`src/rtl/alu_op_sequencer.sv`:
```
// alu_op_sequencer
//   Issue/writeback stage wrapped around an external 12-bit combinational ALU.
//   Takes one single-operand instruction at a time over a valid/ready handshake.
//   It owns the accumulator (AC) and drives the ALU with a=AC, b=operand and
//   selectOp=op. It then writes the ALU result back into AC.
//   Each op takes three cycles: IDLE (accept) -> EXEC (ALU active, AC write) ->
//   DONE (completion pulse). That gives a throughput of one op per 3 cycles.
//
// Optional build macro:
//   ALU_FLAGS_EN  adds zero_flag/neg_flag outputs. They are registered with AC
//                 and reset to zero_flag=1, neg_flag=0.
//
// Ports:
//   clk          rising-edge clock
//   rstN         asynchronous active-low reset
//   req_valid    request present
//   req_ready    request accepted at this edge if req_valid (state decode only)
//   req_op       0 clr, 1 pass, 2 add, 3 sub, 4 mul, 5 inc, 6 idle, 7 illegal
//   req_operand  operand b
//   alu_a        ALU a, always AC
//   alu_b        ALU b, operand registered at accept
//   alu_op       ALU selectOp; the op register in EXEC, idle (6) otherwise
//   alu_result   ALU dataOut (combinational from alu_a/alu_b/alu_op)
//   acc          current AC
//   done         one-cycle completion pulse
//   err          one-cycle pulse when an illegal op (7) completes
//   ops_count    completed-operation count, wraps
//   zero_flag    (ALU_FLAGS_EN) AC == 0
//   neg_flag     (ALU_FLAGS_EN) AC sign bit
module alu_op_sequencer #(
  parameter int WIDTH     = 12,
  parameter int CNT_WIDTH = 8
) (
  input  logic                 clk,
  input  logic                 rstN,
  input  logic                 req_valid,
  output logic                 req_ready,
  input  logic [2:0]           req_op,
  input  logic [WIDTH-1:0]     req_operand,
  output logic [WIDTH-1:0]     alu_a,
  output logic [WIDTH-1:0]     alu_b,
  output logic [2:0]           alu_op,
  input  logic [WIDTH-1:0]     alu_result,
  output logic [WIDTH-1:0]     acc,
  output logic                 done,
  output logic                 err,
  output logic [CNT_WIDTH-1:0] ops_count
`ifdef ALU_FLAGS_EN
  ,
  output logic                 zero_flag,
  output logic                 neg_flag
`endif
);

  localparam logic [2:0] OP_INC     = 3'd5;
  localparam logic [2:0] OP_IDLE    = 3'd6;
  localparam logic [2:0] OP_ILLEGAL = 3'd7;

  typedef enum logic [1:0] {
    S_IDLE = 2'd0,
    S_EXEC = 2'd1,
    S_DONE = 2'd2
  } state_t;

  state_t           state, state_nxt;
  logic [2:0]       op_reg;
  logic [WIDTH-1:0] acc_q;
  logic             accept;
  logic             acc_we;

  // ---------------------------------------------------------------------------
  // FSM state register
  // ---------------------------------------------------------------------------
  always_ff @(posedge clk or negedge rstN) begin
    if (!rstN) state <= S_IDLE;
    else       state <= state_nxt;
  end

  // ---------------------------------------------------------------------------
  // Next state and state-decoded outputs. Nothing here depends on req_*, except
  // the accept strobe, so req_ready has no combinational path from the request.
  // ---------------------------------------------------------------------------
  always_comb begin
    state_nxt = state;
    req_ready = 1'b0;
    alu_op    = OP_IDLE;
    done      = 1'b0;
    err       = 1'b0;
    accept    = 1'b0;
    acc_we    = 1'b0;
    case (state)
      S_IDLE: begin
        req_ready = 1'b1;
        accept    = req_valid;
        if (req_valid) state_nxt = S_EXEC;
      end
      S_EXEC: begin
        alu_op    = op_reg;
        // idle and illegal ops leave AC untouched
        acc_we    = (op_reg <= OP_INC);
        state_nxt = S_DONE;
      end
      S_DONE: begin
        done      = 1'b1;
        err       = (op_reg == OP_ILLEGAL);
        state_nxt = S_IDLE;
      end
      default: state_nxt = S_IDLE;
    endcase
  end

  // ---------------------------------------------------------------------------
  // Request capture. Fields are sampled only at the accept edge.
  // ---------------------------------------------------------------------------
  always_ff @(posedge clk or negedge rstN) begin
    if (!rstN) begin
      op_reg <= OP_IDLE;
      alu_b  <= '0;
    end else if (accept) begin
      op_reg <= req_op;
      alu_b  <= req_operand;
    end
  end

  // ---------------------------------------------------------------------------
  // Accumulator writeback. alu_result is valid within the EXEC cycle because
  // the ALU is purely combinational.
  // ---------------------------------------------------------------------------
  always_ff @(posedge clk or negedge rstN) begin
    if (!rstN)       acc_q <= '0;
    else if (acc_we) acc_q <= alu_result;
  end

  assign acc   = acc_q;
  assign alu_a = acc_q;

  // Completed-op counter: bumps on the EXEC->DONE transition, wraps naturally.
  always_ff @(posedge clk or negedge rstN) begin
    if (!rstN)                ops_count <= '0;
    else if (state == S_EXEC) ops_count <= ops_count + 1'b1;
  end

`ifdef ALU_FLAGS_EN
  // Flags are computed from the value being written, so they stay in step
  // with AC.
  always_ff @(posedge clk or negedge rstN) begin
    if (!rstN) begin
      zero_flag <= 1'b1;
      neg_flag  <= 1'b0;
    end else if (acc_we) begin
      zero_flag <= (alu_result == '0);
      neg_flag  <= alu_result[WIDTH-1];
    end
  end
`endif

endmodule
```
`config.mk`:
```
export PLATFORM = sky130hd
export DESIGN_NAME = alu_op_sequencer
export DESIGN_NICKNAME = d
export VERILOG_FILES = /design/src/rtl/alu_op_sequencer.sv
export SDC_FILE = /design/constraint.sdc
export NUM_CORES = 1
export LEC_CHECK = 0
export ABC_AREA = 1
export BUFFER_PORTS_ARGS = -buffer_cell sky130_fd_sc_hd__buf_2
export CAP_MARGIN = 20
export CELL_PAD_IN_SITES_DETAIL_PLACEMENT = 1
export CELL_PAD_IN_SITES_GLOBAL_PLACEMENT = 2
export CORE_ASPECT_RATIO = 1.1
export CORE_MARGIN = 2
export CORE_UTILIZATION = 25
export DETAILED_ROUTE_END_ITERATION = 6
export PLACE_DENSITY_LB_ADDON = 0.1
export RECOVER_POWER = 25
export SYNTH_ARGS = -nofsm -noshare
export SYNTH_HDL_FRONTEND = slang
export SYNTH_SLANG_ARGS = --single-unit
```
`constraint.sdc`:
```
create_clock -name clk -period 1.55 [get_ports clk]
set_clock_uncertainty 0.1 [all_clocks]
set_input_delay 0.155 -clock clk [delete_from_list [all_inputs] [get_ports clk]]
set_output_delay 0.155 -clock clk [all_outputs]
set_load 0.02 [all_outputs]
```
==> results of run 1 <==
==> area by class of cell <==
class | count | area (µm²)
inverter | 12 | 46.3
sequential | 37 | 930
clock inverter | 1 | 5.00
timing repair buffer | 109 | 712
clock buffer | 7 | 76.3
fill | 813 | 3820
tap | 80 | 100
multi-input combinational | 121 | 543
==> per-layer routing <==
metal | part of all wire | wire length [µm] | vias up
li1 | - | - | 753
met5 | 0 | 0 | -
met4 | 0.014 | 64 | 0
met3 | 0.063 | 292 | 6
met2 | 0.49 | 2270 | 52
met1 | 0.43 | 1990 | 699
==> what timing repair did <==
action,CTS,global route
gates resized for setup,3,9
hold buffers,21,0
endpoints found under the hold margin,33,0
endpoints found under the setup margin,2,3
setup buffers,2,2
==> power by group through the flow <==
stage	Sequential (mW)	Combinational [mW]	Clock, mW
4_1_cts	1.50	1.56	0.691
6_report	1.49	1.57	0.658
5_1_grt	1.54	1.73	0.739
2_1_floorplan	1.81	0.749	0
3_5_place_dp	1.51	1.51	0
3_3_place_gp	1.51	1.49	0
==> worst reg2reg max path: cells and delay by family (launching register included) <==
kind | cells | cell delay, ns
buf+inv | 3 | 0.45
simple gates | 4 | 0.35
flops | 1 | 0.39
==> how the worst max path moves through the flow <==
stage                       startpoint  cells after the start      endpoint
final                         state[1]                      4     req_ready
after detailed placement      state[1]                      4     alu_op[1]
after global placement    ops_count[0]                      6  ops_count[6]
after CTS                     state[1]                      4     alu_op[1]
after global routing          state[1]                      4     req_ready
after floorplan              op_reg[2]                      2           err
==> metrics by stage <==
step	utilization	instances	setup TNS (ns)	total power, mW
after floorplan	-	187	0	2.56
final	0.387	367	0	3.71
after detailed placement	0.329	334	0	3.02
after global placement	0.329	334	0	3.00
after CTS	0.379	365	0	3.75
after global routing	0.387	367	-0.0320	4.01
==> cell usage in the layout (no fill, tap or decap), drive strengths merged <==
| cell | synthesis | layout |
|---|---|---|
| buf | 17 | 87 |
| xor2 | 2 | 2 |
| inv | 12 | 11 |
| nand2 | 88 | 88 |
| clkinv | 0 | 2 |
| dlygate4sd3 | 0 | 21 |
| nor2 | 6 | 6 |
| xnor2 | 2 | 2 |
| dfrtp | 35 | 35 |
| dfstp | 2 | 2 |
| o21ai | 1 | 1 |
| or2 | 2 | 2 |
| nand3 | 18 | 18 |
| ha | 1 | 1 |
| clkbuf | 0 | 8 |
| nor3 | 1 | 1 |
==> cell families (layout without fill, tap and decap cells) <==
logic type,after synthesis,in the layout,share of synthesized area
AOI/OAI and AO/OA,1,1,0.00307
xor gates and xnor gates,4,4,0.0215
adders and majority gates,1,1,0.00767
buffers and inverters,29,129,0.107
DFF,37,37,0.569
and+or+nand+nor,115,115,0.292
==> out/results.txt, run 1 <==
minimum hold slack: -0.00241 ns
area leader, netlist: dfrtp_1
CTS tree: yes
outcome: finished, violations left
post-synth cell types: 19
synthesized area per cell: 8.72 µm²
grt met3 use: 0.0418
final hold violation count: 1
Crit path largest cell delay: 0.39 ns
pwr/cell area: 1540 nW/µm²
Sink Count: 37
internal power: 2.15 mW
grt peak-use layer: met2
DP Worst Slack: 0.182 ns
WL final: 4.62 mm
crit path time final: 1.51 ns
Clk Tree Root Cell: clkbuf_8
routing usage on met1: 0.168
CTS Buf Count: 5
worst path bufs/invs: 3
Post-Syn Area: 1630 µm²
global placement routability congestion: 0.658
die area: 7180 µm²
Clock Path Buffers: 2
Initial Utilization: 0.262
clk_lat worst skew: 0.29 ns
sw frac: 0.422
cell count after synthesis: 187
max-slew violations: 0
worst r2r dst: alu_b[10]
htree depth: 2
CP cell instances: buf_4 -> buf_4 -> nor2_2 -> buf_2
first-pass GRT wire length: 7.71 mm
Post-synth EDFFs: 0
CP dominant cell by count: buf_4
violated checks: hold timing
largest net degree at the start of global routing: 23
WP data arrival: 1.25 ns
Synth area leaders: dfrtp_1, nand2_1, buf_4, nand3_1, dfstp_2
drt wl/cell: 12.6 µm
reg2reg start: state[1]
worst setup path class: flop to output pin
Die Y: 88.7 µm
Max-Cap Viols: 0
Iteration-0 DRC Markers: 27
Post-DP HPWL: 3.30 mm
worst reg-to-reg setup slack: 0.16 ns
core box area: 6230 µm²
Residual DRC: 0
crit-path max FO: 2
main flop type after synthesis: dfrtp_1
unrepaired setup endpoints after global routing: true
share of cells above drive strength 1: 0.376
met2 usage: 0.251
Reg power frac: 0.401
cell area after layout: 2410 µm²
FF+latch count, synth: 37
syn_nets: 218
critical path launch point type: flop
register area share after synthesis: 0.569
via count: 1510
synthesis warning total: 0
Net Sw Power: 1.57 mW
number of global-route vias before repair: 1628
fin worst setup slack: 0.0442 ns
Worst-Margin Slew: 1.05 ns
Die W: 81.0 µm
# IOs: 80
IR drop worst, VDD: 531 µV
Hold Path End: acc[6]
hold_sp: alu_result[6]
post-synth top area share: 0.537
placed cell area: 2050 µm²
grt ovf: 0
Tot GR Track Use: 0.143
DR vias/cell: 4.11
IO buf count: 79
Final Cycle Share: 0.971
hold depth: 3
Async SR Flop Fraction: 1.00
Reg2Reg Depth: 7
Worst Hold Class: input port to flop
Static Leak: 1.37 nW
final net count: 317
list of most frequent post-synthesis cells: nand2_1, dfrtp_1, nand3_1, buf_4, inv_1
Rel. slew slack: 0.300
Area growth syn-to-layout: 48.0%
CP top delay family: buffers and inverters
Max Fclk: 0.664 GHz
final setup fails: 0
Clk pwr share: 0.177
Setup crit end kind: output pin
clock slew at reported path FFs: 0.08 ns
Comb power frac: 0.422
CP Data Required Time: 1.29 ns
Ant. Diodes: 0
most instantiated library cell after synthesis: nand2_1
initial antenna violation count: 0
slowest CP cell: dfrtp_1
First-pass DRT Iterations: 3
# rows: 30
post-route ant nets: 0
No activity file was read; power rests on OpenSTA's default activity.
==> run 2, diff against run 1 <==
REMOVE_ABC_BUFFERS = 1   (was unset)
==> out/results.txt, run 2 (synthesis results as in run 1) <==
met2 usage: 0.224 (-0.0270)
clk_lat worst skew: 0.29 ns (about the same)
Clock Path Buffers: 2 (unchanged)
grt met3 use: 0.0541 (+0.0122)
internal power: 2.19 mW (+2.0%)
final net count: 323 (+1.9%)
commonest non-fill, non-tap cells in the layout: nand2_1, buf_2, dfrtp_1, dlygate4sd3_1, nand3_1
drt wl/cell: 12.1 µm (-3.5%)
DR vias/cell: 4.12 (+0.22%)
Max Fclk: 0.669 GHz (+0.72%)
worst setup path class: flop to output pin
IO buf count: 79 (unchanged)
Clk pwr share: 0.186 (+0.009)
global placement routability congestion: 0.706 (+7.3%)
htree depth: 2 (unchanged)
Max-Cap Viols: 0 (unchanged)
WL final: 4.53 mm (-1.9%)
cell area after layout: 2450 µm² (+1.5%)
Net Sw Power: 1.54 mW (-1.5%)
placed cell area: 2050 µm² (+0.37%)
# rows: 30 (unchanged)
Die Y: 88.7 µm (unchanged)
Comb power frac: 0.414 (-0.008)
outcome: finished, final reports clean
Rel. slew slack: 0.681 (+0.381)
WP data arrival: 1.24 ns (about the same)
Die W: 81.0 µm (unchanged)
Initial Utilization: 0.262 (unchanged)
largest net degree at the start of global routing: 19 (-17%)
post-route ant nets: 0 (unchanged)
Area growth syn-to-layout: 50.2%
CTS tree: yes
initial antenna violation count: 0 (unchanged)
Ant. Diodes: 0 (unchanged)
pwr/cell area: 1530 nW/µm² (-0.97%)
Post-DP HPWL: 3.19 mm (-3.5%)
first-pass GRT wire length: 7.25 mm (-5.9%)
dpl cells: 335 (+0.30%)
crit-path max FO: 6 (+4)
Sink Count: 37 (unchanged)
# IOs: 80 (unchanged)
Clk Tree Root Cell: clkbuf_8
clock slew at reported path FFs: 0.07 ns (about the same)
IR drop worst, VDD: 567 µV (+6.8%)
routing usage on met1: 0.160 (-0.00720)
fillers: 783 (-3.7%)
via count: 1538 (+1.9%)
grt ovf: 0 (unchanged)
Setup crit end kind: output pin
number of global-route vias before repair: 1502 (-7.7%)
Tot GR Track Use: 0.136 (-0.00748)
Final Cycle Share: 0.965 (-0.00693)
Worst Hold Class: input port to flop
sw frac: 0.413 (-0.00836)
crit path time final: 1.50 ns (-0.0107 ns)
Static Leak: 1.39 nW (+1.4%)
Residual DRC: 0 (unchanged)
core box area: 6230 µm² (unchanged)
CTS Buf Count: 5 (unchanged)
share of cells above drive strength 1: 0.382 (+0.00595)
die area: 7180 µm² (unchanged)
Finished Layout Cells: 373 (+1.6%)
commonest non-fill, non-tap cell in the layout: nand2_1
critical path launch point type: flop
First-pass DRT Iterations: 2 (-1)
Worst-Margin Slew: 0.479 ns (-0.571 ns)
Iteration-0 DRC Markers: 71 (+160%)
max-slew violations: 0 (unchanged)
unrepaired setup endpoints after global routing: true
grt peak-use layer: met2
CP Data Required Time: 1.29 ns (about the same)
final setup fails: 0 (unchanged)
final hold violation count: 0 (-1)
Reg power frac: 0.400 (about the same)
run 2: area by class of cell:
class	instances	area (µm²)	area share
multi-input cells	121	543	0.222
clock buffers	8	90.1	0.0368
flip-flops and latches	37	930	0.380
repair buffers	115	741	0.303
inverters	12	45.0	0.0184
well taps	80	100	0.0409
run 2: final timing paths:
| check | start | end | slack, ns | cells after the start |
|---|---|---|---|---|
| setup / recovery | state[0] | alu_op[1] | 0.05 | 3 |
| hold / removal | alu_result[0] | acc[0] | 0.008 | 3 |
| setup reg to reg | state[1] | op_reg[0] | 0.23 | 5 |
| hold reg to reg | alu_b[6] | alu_b[6] | 0.38 | 2 |
| max in group asynchronous | rstN | op_reg[2] | 0.35 | 3 |
| min in group asynchronous | rstN | alu_b[4] | 0.25 | 2 |
run 2: critical path: stages, from the launching register on:
cell and delay (ns):
dfrtp_2 0.45, nand2_4 0.08, or2_2 0.28, buf_6 0.14
run 2: timing repair:
item,CTS,global route
hold endpoints to repair,39,0
hold buffers,25,0
endpoints found under the setup margin,3,3
buffers inserted,2,3
gates resized for setup,4,6
run 2: power groups by stage:
stage / logic, mW / registers, mW / clock network, mW
after global routing: 1.71 / 1.55 / 0.794
after global placement: 1.49 / 1.51 / 0
after CTS: 1.56 / 1.50 / 0.735
after detailed placement: 1.50 / 1.51 / 0
final: 1.55 / 1.49 / 0.694
after floorplan: 0.377 / 1.98 / 0
run 2: metal layers:
| layer | part of all wire | vias to the layer above |
|---|---|---|
| li1 | - | 767 |
| met1 | 0.41 | 712 |
| met2 | 0.49 | 53 |
| met3 | 0.079 | 6 |
| met4 | 0.015 | 0 |
| met5 | 0 | - |
run 2: stage by stage:
step	TNS [ns]	worst slack, ns	power, mW	utilization	hold WS, ns
2_1_floorplan	0	0.146	2.36	-	-0.241
3_3_place_gp	0	0.217	2.99	0.330	0.0465
3_5_place_dp	0	0.194	3.01	0.330	0.0418
4_1_cts	-0.0000269	-0.0000269	3.79	0.388	0.00532
5_1_grt	-0.0554	-0.0222	4.06	0.393	0.00714
6_report	0	0.0550	3.73	0.393	0.00784
==> run 3, diff against run 2 <==
ABC_AREA = unset   (was 1)
BUFFER_PORTS_ARGS = unset   (was -buffer_cell sky130_fd_sc_hd__buf_2)
CORE_UTILIZATION = 35   (was 25)
DONT_BUFFER_PORTS = 1   (was unset)
==> out/results.txt, run 3 <==
outcome: finished, final reports clean
initial antenna violation count: 0 (unchanged)
Tot GR Track Use: 0.124 (-0.0118)
# rows: 26 (-13%)
via count: 938 (-39%)
# IOs: 80 (unchanged)
largest net degree at the start of global routing: 38 (+19)
Synth area leaders: dfrtp_1, mux2_4, mux2_2, buf_4, dfstp_2
IO buf count: 0 (-100%)
crit-path max FO: 4 (-2)
synthesis warning total: 0 (unchanged)
WP data arrival: 1.21 ns (-0.03 ns)
Ant. Diodes: 0 (unchanged)
placed cell area: 1650 µm² (-20%)
Async SR Flop Fraction: 1.00 (unchanged)
post-synth cell types: 22 (+3)
pwr/cell area: 1880 nW/µm² (+23%)
first-pass GRT wire length: 4.96 mm (-32%)
grt ovf: 0 (unchanged)
cell count after synthesis: 107 (-43%)
Die W: 69.3 µm (-14%)
Post-synth EDFFs: 0 (unchanged)
main flop type after synthesis: dfrtp_1
FF+latch count, synth: 37 (unchanged)
DR vias/cell: 4.79 (+16%)
Max-Cap Viols: 0 (unchanged)
number of global-route vias before repair: 997 (-34%)
IR drop worst, VDD: 594 µV (+4.7%)
post-synth top area share: 0.533 (-0.00409)
cell area after layout: 2090 µm² (-14%)
Clock Path Buffers: 2 (unchanged)
Residual DRC: 0 (unchanged)
global placement routability congestion: 0.661 (-6.4%)
critical path launch point type: flop
Worst-Margin Slew: 0.905 ns (+0.425 ns)
Initial Utilization: 0.358 (+0.0965)
die area: 5260 µm² (-27%)
Static Leak: 0.958 nW (-31%)
Iteration-0 DRC Markers: 19 (-73%)
Post-Syn Area: 1640 µm² (+0.77%)
Area growth syn-to-layout: 27.5%
final setup fails: 0 (unchanged)
CP Data Required Time: 1.29 ns (about the same)
register area share after synthesis: 0.565 (-0.00434)
Rel. slew slack: 0.397 (-0.284)
list of most frequent post-synthesis cells: dfrtp_1, mux2_4, buf_4, mux2_2, xnor2_1
commonest non-fill, non-tap cell in the layout: dfrtp_1
Fin Setup TNS: 0 ns (unchanged)
fin worst setup slack: 0.0870 ns (+0.0320 ns)
max-slew violations: 0 (unchanged)
Worst Hold Class: input port to flop
fillers: 471 (-40%)
clock slew at reported path FFs: 0.07 ns (about the same)
Clk Tree Root Cell: clkbuf_8
share of cells above drive strength 1: 0.407 (+0.0249)
Final Cycle Share: 0.944 (-0.0207)
crit path time final: 1.46 ns (-0.0320 ns)
CTS tree: yes
Max Fclk: 0.684 GHz (+2.2%)
First-pass DRT Iterations: 3 (+1)
htree depth: 2 (unchanged)
CTS Buf Count: 5 (unchanged)
worst setup path class: flop to output pin
area leader, netlist: dfrtp_1
WL final: 3.24 mm (-28%)
Die Y: 75.9 µm (-14%)
unrepaired setup endpoints after global routing: false
most instantiated library cell after synthesis: dfrtp_1
DP Worst Slack: 0.0674 ns (-0.127 ns)
clk_lat worst skew: 0.28 ns (about the same)
commonest non-fill, non-tap cells in the layout: dfrtp_1, dlygate4sd3_1, mux2_4, buf_4, mux2_2
synthesized area per cell: 15.4 µm² (+76%)
post-route ant nets: 0 (unchanged)
core box area: 4590 µm² (-26%)
drt wl/cell: 16.5 µm (+36%)
final net count: 170 (-47%)
final hold violation count: 0 (unchanged)
Sink Count: 37 (unchanged)
Setup crit end kind: output pin
Post-DP HPWL: 2.06 mm (-35%)
-- run 3: metrics by stage --
stage	total power, mW	std cells	hold slack [ns]	util
CTS	3.96	193	0.0401	0.452
detailed placement	3.00	156	-0.240	0.360
finish	3.94	196	0.0141	0.457
floorplan	2.72	91	-0.241	-
global route	4.16	196	0.00200	0.457
global placement	2.98	156	-0.240	0.360
-- run 3: worst paths after layout --
check | startpoint | end | slack, ns | cells after the start
min in group asynchronous | rstN | ops_count[6] | 0.46 | 2
max | state[0] | err | 0.09 | 2
min reg2reg | op_reg[0] | op_reg[0] | 0.46 | 1
min | req_valid | state[0] | 0.01 | 1
max reg2reg | state[0] | acc[1] | 0.09 | 4
max in group asynchronous | rstN | state[1] | 0.28 | 2
-- run 3: logic make-up after synthesis --
| family | after synthesis | share of synthesized area |
|---|---|---|
| and+or+nand+nor | 18 | 0.0746 |
| xor gates and xnor gates | 7 | 0.0373 |
| muxes | 28 | 0.235 |
| adders and majority gates | 1 | 0.00761 |
| buffers and inverters | 16 | 0.0800 |
| DFF | 37 | 0.565 |
-- run 3: timing repair --
action / in CTS / in global routing
buffers inserted: 0 / 2
pin swaps: 0 / 1
resized for setup: 3 / 7
cloned: 0 / 1
hold buffers: 29 / 0
setup endpoints to repair: 3 / 8
endpoints found under the hold margin: 64 / 0
-- run 3: layout make-up --
| type | count | area, µm² | share of cell area |
|---|---|---|---|
| timing repair buffer | 40 | 372 | 0.177 |
| clock inverter | 1 | 30.0 | 0.0143 |
| sequential | 37 | 930 | 0.444 |
| clock buffer | 7 | 86.3 | 0.0412 |
| tap | 56 | 70.1 | 0.0335 |
| multi-input combinational | 55 | 607 | 0.290 |
-- run 3: power breakdown --
group          internal, mW  total, mW  switching (mW)
combinational         0.585      0.992           0.408
clock                 0.524      0.845           0.321
sequential             1.31       2.10           0.796
total                  2.41       3.94            1.53
-- run 3: critical path: stages (launching register included) --
cell and delay, ns:
dfrtp_1 0.42, and2b_1 0.24, and4_4 0.27
-- run 3: per-layer routing --
layer | part of all wire | global-route usage | vias to the layer above
li1 | - | - | 412
met2 | 0.53 | 0.202 | 50
met1 | 0.38 | 0.144 | 471
met3 | 0.072 | 0.0569 | 5
met5 | 0 | 0 | -
met4 | 0.014 | 0.0523 | 0
